$ cat config.mk
export PLATFORM = sky130hd
export DESIGN_NAME = countdown_display
export DESIGN_NICKNAME = d
export VERILOG_FILES = /design/src/rtl/countdown_display.sv
export SDC_FILE = /design/constraint.sdc
export NUM_CORES = 1
export LEC_CHECK = 0
export ABC_CLOCK_PERIOD_IN_PS = 4700
export BUFFER_PORTS_ARGS = -buffer_cell sky130_fd_sc_hd__clkbuf_2
export CAP_MARGIN = 40
export CORE_ASPECT_RATIO = 0.5
export CORE_MARGIN = 2
export CORE_UTILIZATION = 54
export CTS_BUF_LIST = sky130_fd_sc_hd__clkbuf_8
export CTS_CLUSTER_SIZE = 8
export DETAILED_ROUTE_END_ITERATION = 7
export PLACE_DENSITY = 0.8
export SLEW_MARGIN = 20
export SYNTH_ARGS = -nofsm -noshare
export SYNTH_HDL_FRONTEND = slang
export SYNTH_SLANG_ARGS = --single-unit
$ cat constraint.sdc
create_clock -name clk -period 4.7 [get_ports clk]
set_input_delay 0.705 -clock clk [delete_from_list [all_inputs] [get_ports clk]]
set_output_delay 0.705 -clock clk [all_outputs]
set_load 0.005 [all_outputs]
$ cat src/rtl/countdown_display.sv
// rtl/countdown_display.sv - per-street phase countdowns shown on a 4-digit multiplexed 7-segment display
`timescale 1ns/1ps

module countdown_channel #(
  parameter int TICK_DIV   = 50_000_000,
  parameter int GREEN_SEC  = 25,
  parameter int YELLOW_SEC = 3,
  parameter int RED_SEC    = 28
) (
  input  logic       clk,
  input  logic       rst_n,
  input  logic [2:0] code,
  input  logic       pri_lamp,
  output logic [6:0] cnt,
  output logic       valid,
  output logic       pri
);
  localparam int SUB_W = (TICK_DIV > 1) ? $clog2(TICK_DIV) : 1;
  localparam logic [SUB_W-1:0] SUB_LAST = SUB_W'(TICK_DIV - 1);

  logic [2:0]       prev;
  logic [SUB_W-1:0] sub;
  logic             one_hot;
  logic [6:0]       duration;

  always_comb begin
    one_hot = (code == 3'b001) || (code == 3'b010) || (code == 3'b100);
    case (code)
      3'b001:  duration = 7'(GREEN_SEC);
      3'b010:  duration = 7'(YELLOW_SEC);
      3'b100:  duration = 7'(RED_SEC);
      default: duration = 7'd0;
    endcase
  end

  // A load or an invalid code takes priority over the freeze and over a tick.
  always_ff @(posedge clk or negedge rst_n) begin
    if (!rst_n) begin
      prev  <= 3'b000;
      cnt   <= 7'd0;
      sub   <= '0;
      valid <= 1'b0;
      pri   <= 1'b0;
    end else begin
      pri <= pri_lamp;
      if (one_hot && (code != prev)) begin
        prev  <= code;
        cnt   <= duration;
        sub   <= '0;
        valid <= 1'b1;
      end else if (!one_hot) begin
        prev  <= code;
        cnt   <= 7'd0;
        sub   <= '0;
        valid <= 1'b0;
      end else if (!pri_lamp) begin
        if (sub == SUB_LAST) begin
          sub <= '0;
          if (cnt != 7'd0) cnt <= cnt - 7'd1;
        end else begin
          sub <= sub + 1'b1;
        end
      end
    end
  end
endmodule

module countdown_display #(
  parameter int TICK_DIV   = 50_000_000,
  parameter int SCAN_DIV   = 50_000,
  parameter int GREEN_SEC  = 25,
  parameter int YELLOW_SEC = 3,
  parameter int RED_SEC    = 28
) (
  input  logic       clk,
  input  logic       rst_n,
  input  logic [2:0] street_a,
  input  logic       street_a_pri_lamp,
  input  logic [2:0] street_b,
  input  logic       street_b_pri_lamp,
  output logic [6:0] count_a,
  output logic [6:0] count_b,
  output logic [6:0] seg,
  output logic [3:0] an
);
  localparam int SCAN_W = (SCAN_DIV > 1) ? $clog2(SCAN_DIV) : 1;
  localparam logic [SCAN_W-1:0] SCAN_LAST = SCAN_W'(SCAN_DIV - 1);
  localparam logic [6:0] SEG_BLANK = 7'h7F;
  localparam logic [6:0] SEG_DASH  = 7'h3F;

  logic [6:0]        cnt_a, cnt_b;
  logic              valid_a, valid_b, pri_a, pri_b;
  logic [SCAN_W-1:0] scan_cnt;
  logic [1:0]        scan_idx;
  logic [6:0]        sel_cnt, tens_val, units_val, digit_seg;
  logic              sel_valid, sel_pri;

  countdown_channel #(
    .TICK_DIV(TICK_DIV), .GREEN_SEC(GREEN_SEC), .YELLOW_SEC(YELLOW_SEC), .RED_SEC(RED_SEC)
  ) u_chan_a (
    .clk(clk), .rst_n(rst_n), .code(street_a), .pri_lamp(street_a_pri_lamp),
    .cnt(cnt_a), .valid(valid_a), .pri(pri_a)
  );

  countdown_channel #(
    .TICK_DIV(TICK_DIV), .GREEN_SEC(GREEN_SEC), .YELLOW_SEC(YELLOW_SEC), .RED_SEC(RED_SEC)
  ) u_chan_b (
    .clk(clk), .rst_n(rst_n), .code(street_b), .pri_lamp(street_b_pri_lamp),
    .cnt(cnt_b), .valid(valid_b), .pri(pri_b)
  );

  assign count_a = cnt_a;
  assign count_b = cnt_b;

  function automatic logic [6:0] glyph(input logic [6:0] d);
    case (d)
      7'd0:    glyph = 7'h40;
      7'd1:    glyph = 7'h79;
      7'd2:    glyph = 7'h24;
      7'd3:    glyph = 7'h30;
      7'd4:    glyph = 7'h19;
      7'd5:    glyph = 7'h12;
      7'd6:    glyph = 7'h02;
      7'd7:    glyph = 7'h78;
      7'd8:    glyph = 7'h00;
      7'd9:    glyph = 7'h10;
      default: glyph = SEG_BLANK;
    endcase
  endfunction

  always_ff @(posedge clk or negedge rst_n) begin
    if (!rst_n) begin
      scan_cnt <= '0;
      scan_idx <= 2'd0;
    end else if (scan_cnt == SCAN_LAST) begin
      scan_cnt <= '0;
      scan_idx <= scan_idx + 2'd1;
    end else begin
      scan_cnt <= scan_cnt + 1'b1;
    end
  end

  // Index bit 1 selects the street, bit 0 selects tens over units.
  always_comb begin
    sel_cnt   = scan_idx[1] ? cnt_b   : cnt_a;
    sel_valid = scan_idx[1] ? valid_b : valid_a;
    sel_pri   = scan_idx[1] ? pri_b   : pri_a;
    tens_val  = sel_cnt / 7'd10;
    units_val = sel_cnt % 7'd10;
    if (!sel_valid)
      digit_seg = SEG_BLANK;
    else if (sel_pri)
      digit_seg = SEG_DASH;
    else if (scan_idx[0])
      digit_seg = (sel_cnt < 7'd10) ? SEG_BLANK : glyph(tens_val);
    else
      digit_seg = glyph(units_val);
  end

  always_ff @(posedge clk or negedge rst_n) begin
    if (!rst_n) begin
      seg <= SEG_BLANK;
      an  <= 4'b1110;
    end else begin
      seg <= digit_seg;
      an  <= ~(4'b0001 << scan_idx);
    end
  end
endmodule
==> impl_summary.md <==
Status
The run finished with clean final reports.

Layout
The number of fillers in the final layout is 939. Once layout is done, the placed cells without fillers occupy 0.007027 mm2. The share of the core filled with cells in the final layout is a little over three fifths. 0 antenna diodes ended up in the layout. The share of layout cells above drive strength 1 is between 10% and 20%. The area of combinational cells with multiple inputs is between 0.003 and 0.004 mm2. In the final design database the tool counted approximately 790 nets. Across the whole layout, storage elements account for around 0.0026 mm2. The layout overhead on the synthesized area is 10.10%.

Synthesis
The leading cell type by number of instances after synthesis is sky130_fd_sc_hd__dfrtp_1. In this run the mean area of a mapped cell was ~8.9 um2. Among all flip-flop cells after synthesis, the most frequent one is sky130_fd_sc_hd__dfrtp_1. Summing the areas of all fa, ha and maj instances in the mapped netlist gives 4.313% of the synthesized area. Synthesis instantiated between 70 and 80 different standard cells from the library.

During synthesis, Yosys emitted a total of 0 warnings. The flop and latch count out of synthesis is 105. By count the netlist is led by sky130_fd_sc_hd__dfrtp_1 (95), sky130_fd_sc_hd__nand2_1 (74), sky130_fd_sc_hd__nor2_1 (73). The leading area contributor after synthesis is sky130_fd_sc_hd__dfrtp_1. Counting every instance in the synthesized netlist gives a little over 700.

The post-synthesis simple-gate area fraction is 23.21%. The synthesized-area fraction occupied by ao, oa, aoi and oai cells is 17.84%. The number of enable-type register cells in the synthesized netlist is 0.

Summing every instance area after synthesis gives around 0.0064 mm2. The fraction of synthesis flops using an asynchronous set or reset pin is 100.0%. After synthesis, the cell types taking the most area are sky130_fd_sc_hd__dfrtp_1 (37%), sky130_fd_sc_hd__o21ai_0 (4.9%), sky130_fd_sc_hd__xor2_1 (4.5%). Synthesis produced a netlist with a net count of around 750. The main combinational cell family by area after synthesis is simple AND/OR/NAND/NOR gates. The fraction of synthesized cell area taken by the top area cell type is between 30 and 40%.

Measured against the total synthesized area, the mux share comes to between 2 and 3%. The xor/xnor cell area share of the yosys netlist is 6.861%. Of the synthesized area, sequential elements account for between 40 and 50%.

Critical path
The slowest stage cell on the critical path is sky130_fd_sc_hd__dfrtp_2. The sum of buffers and inverters on the critical path is 3. The worst setup path is captured at a flop. The critical setup path kind is reg -> reg. The largest delay contributor family on the critical path is compound AO/OA/AOI/OAI gates.

The arrival time reported for the critical path endpoint is roughly 4.8 ns. The required time of the critical path is approximately 5 ns. The signal on the critical path passes through o32a_1, o221ai_1, inv_2, ha_1, o21bai_1, a21oi_1, a21o_1, o31a_1, o41a_1, mux2i_4, a21o_4, inv_4, xnor2_2, inv_1, ha_1, mux2_1, a21oi_1, o21ai_1. For this run, the slowest stage of the critical path takes between 0.4 and 0.5 ns. The worst setup path is launched from a flop.

Along the worst path, the maximum fanout reaches 13.

GRT
The number of antenna violations at the first check in global routing came to 0. Entering global routing, the biggest net connects 46 pins. The total routing usage reported by global routing is 23.01%. The global-route wire length before repair is about 24 mm. After global routing the overflow that remains totals 0. The via count of the first global-routing pass came to approximately 5000.

Power
The worst vdd rail ir drop is approximately 0.14 mV. The reported leakage power is a little under 3 nW. Net switching is around a third of the power. The relative contribution of combinational cells to total power is between 20% and 30%.

The reported net switching power is around 0.7 mW. The cell area power density is a little over 300 mW/mm2. Of the total power, the clock network draws around a quarter. Internal power comes to about 1.4 mW.

Per report_power, the sequential group accounts for 45.3% of the total.

Place
The placed instances occupy a cell area of 0.006760 mm2. Detailed placement ended at an HPWL of about 10 mm. The post-placement setup slack is -0.03839 ns. Buffers placed on the I/O ports in this run total 34. At the end of routability-driven placement, the weighted congestion stood at between 0.9 and 1.

Floorplan
The row count is 27. After floorplanning, the core was sized to cover between 0.01 and 0.015 mm2. The die covers approximately 0.013 mm2. Pin placement for this block handled 35 I/O pins. In this run the vertical extent of the chip is 80.88 um. The width of the die is about 160 um.

The initial cell density of the core is a little under three fifths.

Drt
The per-cell routed wire length is 15.44 um. The total wire length after detailed routing is 14.19 mm. Detailed routing inserted a total of approximately 5500 vias. The routed length on met2 is between 6 and 7 mm. The average vias per placed instance is 5.967.

For this block, wires on met1 add up to 6.634 mm. The number of design rule violations left after detail routing is 0. The count of nets left with antenna violations once routing finished came out at 0.

In the detailed route, the total length drawn on met3 is between 700 and 800 um. The number of optimization iterations in the first detailed-route pass is 5. The top routing layer in use is met4. The number of design-rule violations left by the first detailed-router iteration is between 400 and 500.

STA
For the final routed database, the setup TNS stands at 0 ns. The routed design could run at a clock period as short as 4.471 ns. Setup violations remaining at the end of the flow were counted as 0.

The post-route clock period utilization is 95.12%. The worst path setup slack after routing is 0.2293 ns. The count of final hold-check violations was 0. Timing would allow up to 223.7 MHz. The final worst clock skew is between 0.008 and 0.009 ns. The final count of pins violating max slew is 0. The tightest hold margin is approximately 0.23 ns. At the pin with the least slew margin, the transition time is between 0.7 and 0.8 ns. Headroom to the max-slew limit came out at a little under 50%.

Setup repair after global routing left no endpoint under its margin.

Clock tree
The number of clock buffers added by TritonCTS is 9. The number of sinks driven by the clock tree is between 100 and 150. CTS built an H-tree with a depth of 3.

The maximum clock path buffer count is 2. The cell sitting at the root of the clock tree is a sky130_fd_sc_hd__clkbuf_8. The hold buffer count at cts is 0. TritonCTS built the clock tree. The clock slew seen by the registers of the worst setup and hold paths is around 0.10 ns. The insertion delay to the later sink of the worst-skew pair is ~0.38 ns.

Run
The max-cap check violation count is 0.

Worst hold path
The type of the tightest min-delay check is in -> async.
## power groups by stage
stage                     Sequential (mW)  Combinational (mW)  Clock [mW]
after floorplan                     0.974               0.444           0
after global placement              0.980               0.570           0
after detailed placement            0.981               0.591           0
after CTS                           0.963               0.596       0.564
after global routing                0.967               0.674       0.599
final                               0.964               0.613       0.551
## final timing paths
kind	from	endpoint	slack, ns	cells after the start
max	scan_idx[1]	seg[3]	0.23	18
max in group asynchronous	rst_n	an[3]	3.40	3
min in group clk	scan_cnt[0]	scan_cnt[0]	0.49	1
min reg2reg	scan_cnt[0]	scan_cnt[0]	0.49	1
min	rst_n	u_chan_b.sub[23]	0.23	1
max reg2reg	scan_idx[1]	seg[3]	0.23	18
## routing by layer
metal / GRT usage, % / vias to the layer above
met5: 0 / -
met4: 7.455 / 0
met3: 4.536 / 28
met2: 36.83 / 190
met1: 31.82 / 2629
li1: - / 2637
## worst reg2reg max path, delay by kind of cell (launching register included)
family                   cells  cell delay, ns
flip-flops                   1            0.49
buffers and inverters        3            0.31
AO/OA/AOI/OAI               10            2.39
adder cells (fa/ha/maj)      2            0.50
XOR/XNOR                     1            0.21
multiplexers                 2            0.50
## sequential cells by signal, summed over array words and instances, names as in the netlist
signal / flops
u_chan_b.pri: 1
u_chan_a.prev: 3
scan_idx: 2
u_chan_a.pri: 1
u_chan_b.valid: 1
u_chan_b.cnt: 7
u_chan_b.prev: 3
u_chan_a.valid: 1
u_chan_a.cnt: 7
u_chan_a.sub: 26
seg: 7
u_chan_b.sub: 26
scan_cnt: 16
an: 4
## per-stage QoR
step	total power [mW]	cells
CTS	2.124	914
detailed placement	1.572	899
global route	2.240	919
global placement	1.550	898
floorplan	1.418	719
finish	2.128	919
## kinds of logic after synthesis
logic type,Yosys count
adders and majority gates,22
buffers and inverters,54
xor gates and xnor gates,50
DFF,105
and+or+nand+nor,301
muxes,15
AOI/OAI and AO/OA,172
## final cells by class
class,instances,share of cell area (%)
clock inverter,4,0.5520
inverter,26,1.425
sequential,105,37.61
clock buffer,11,2.155
multi-input combinational,560,50.55
tap,159,2.831
timing repair buffer,54,4.879
## timing repair
item,in CTS,in global routing
resized for setup,2,10
buffers inserted,0,5
setup endpoints to repair,2,7
## layout by cell type (no fill, tap or decap), types with 18 or more instances in the layout
cell,n
sky130_fd_sc_hd__nand4_1,18
sky130_fd_sc_hd__o21ai_0,61
sky130_fd_sc_hd__a21oi_1,30
sky130_fd_sc_hd__ha_1,22
sky130_fd_sc_hd__clkbuf_2,33
sky130_fd_sc_hd__buf_4,20
sky130_fd_sc_hd__dfrtp_1,93
sky130_fd_sc_hd__nand2_1,74
sky130_fd_sc_hd__nand3_1,41
sky130_fd_sc_hd__xor2_1,33
sky130_fd_sc_hd__nor2_1,73
sky130_fd_sc_hd__inv_1,23
sky130_fd_sc_hd__nor3_1,22
No activity file was read; power rests on OpenSTA's default activity.
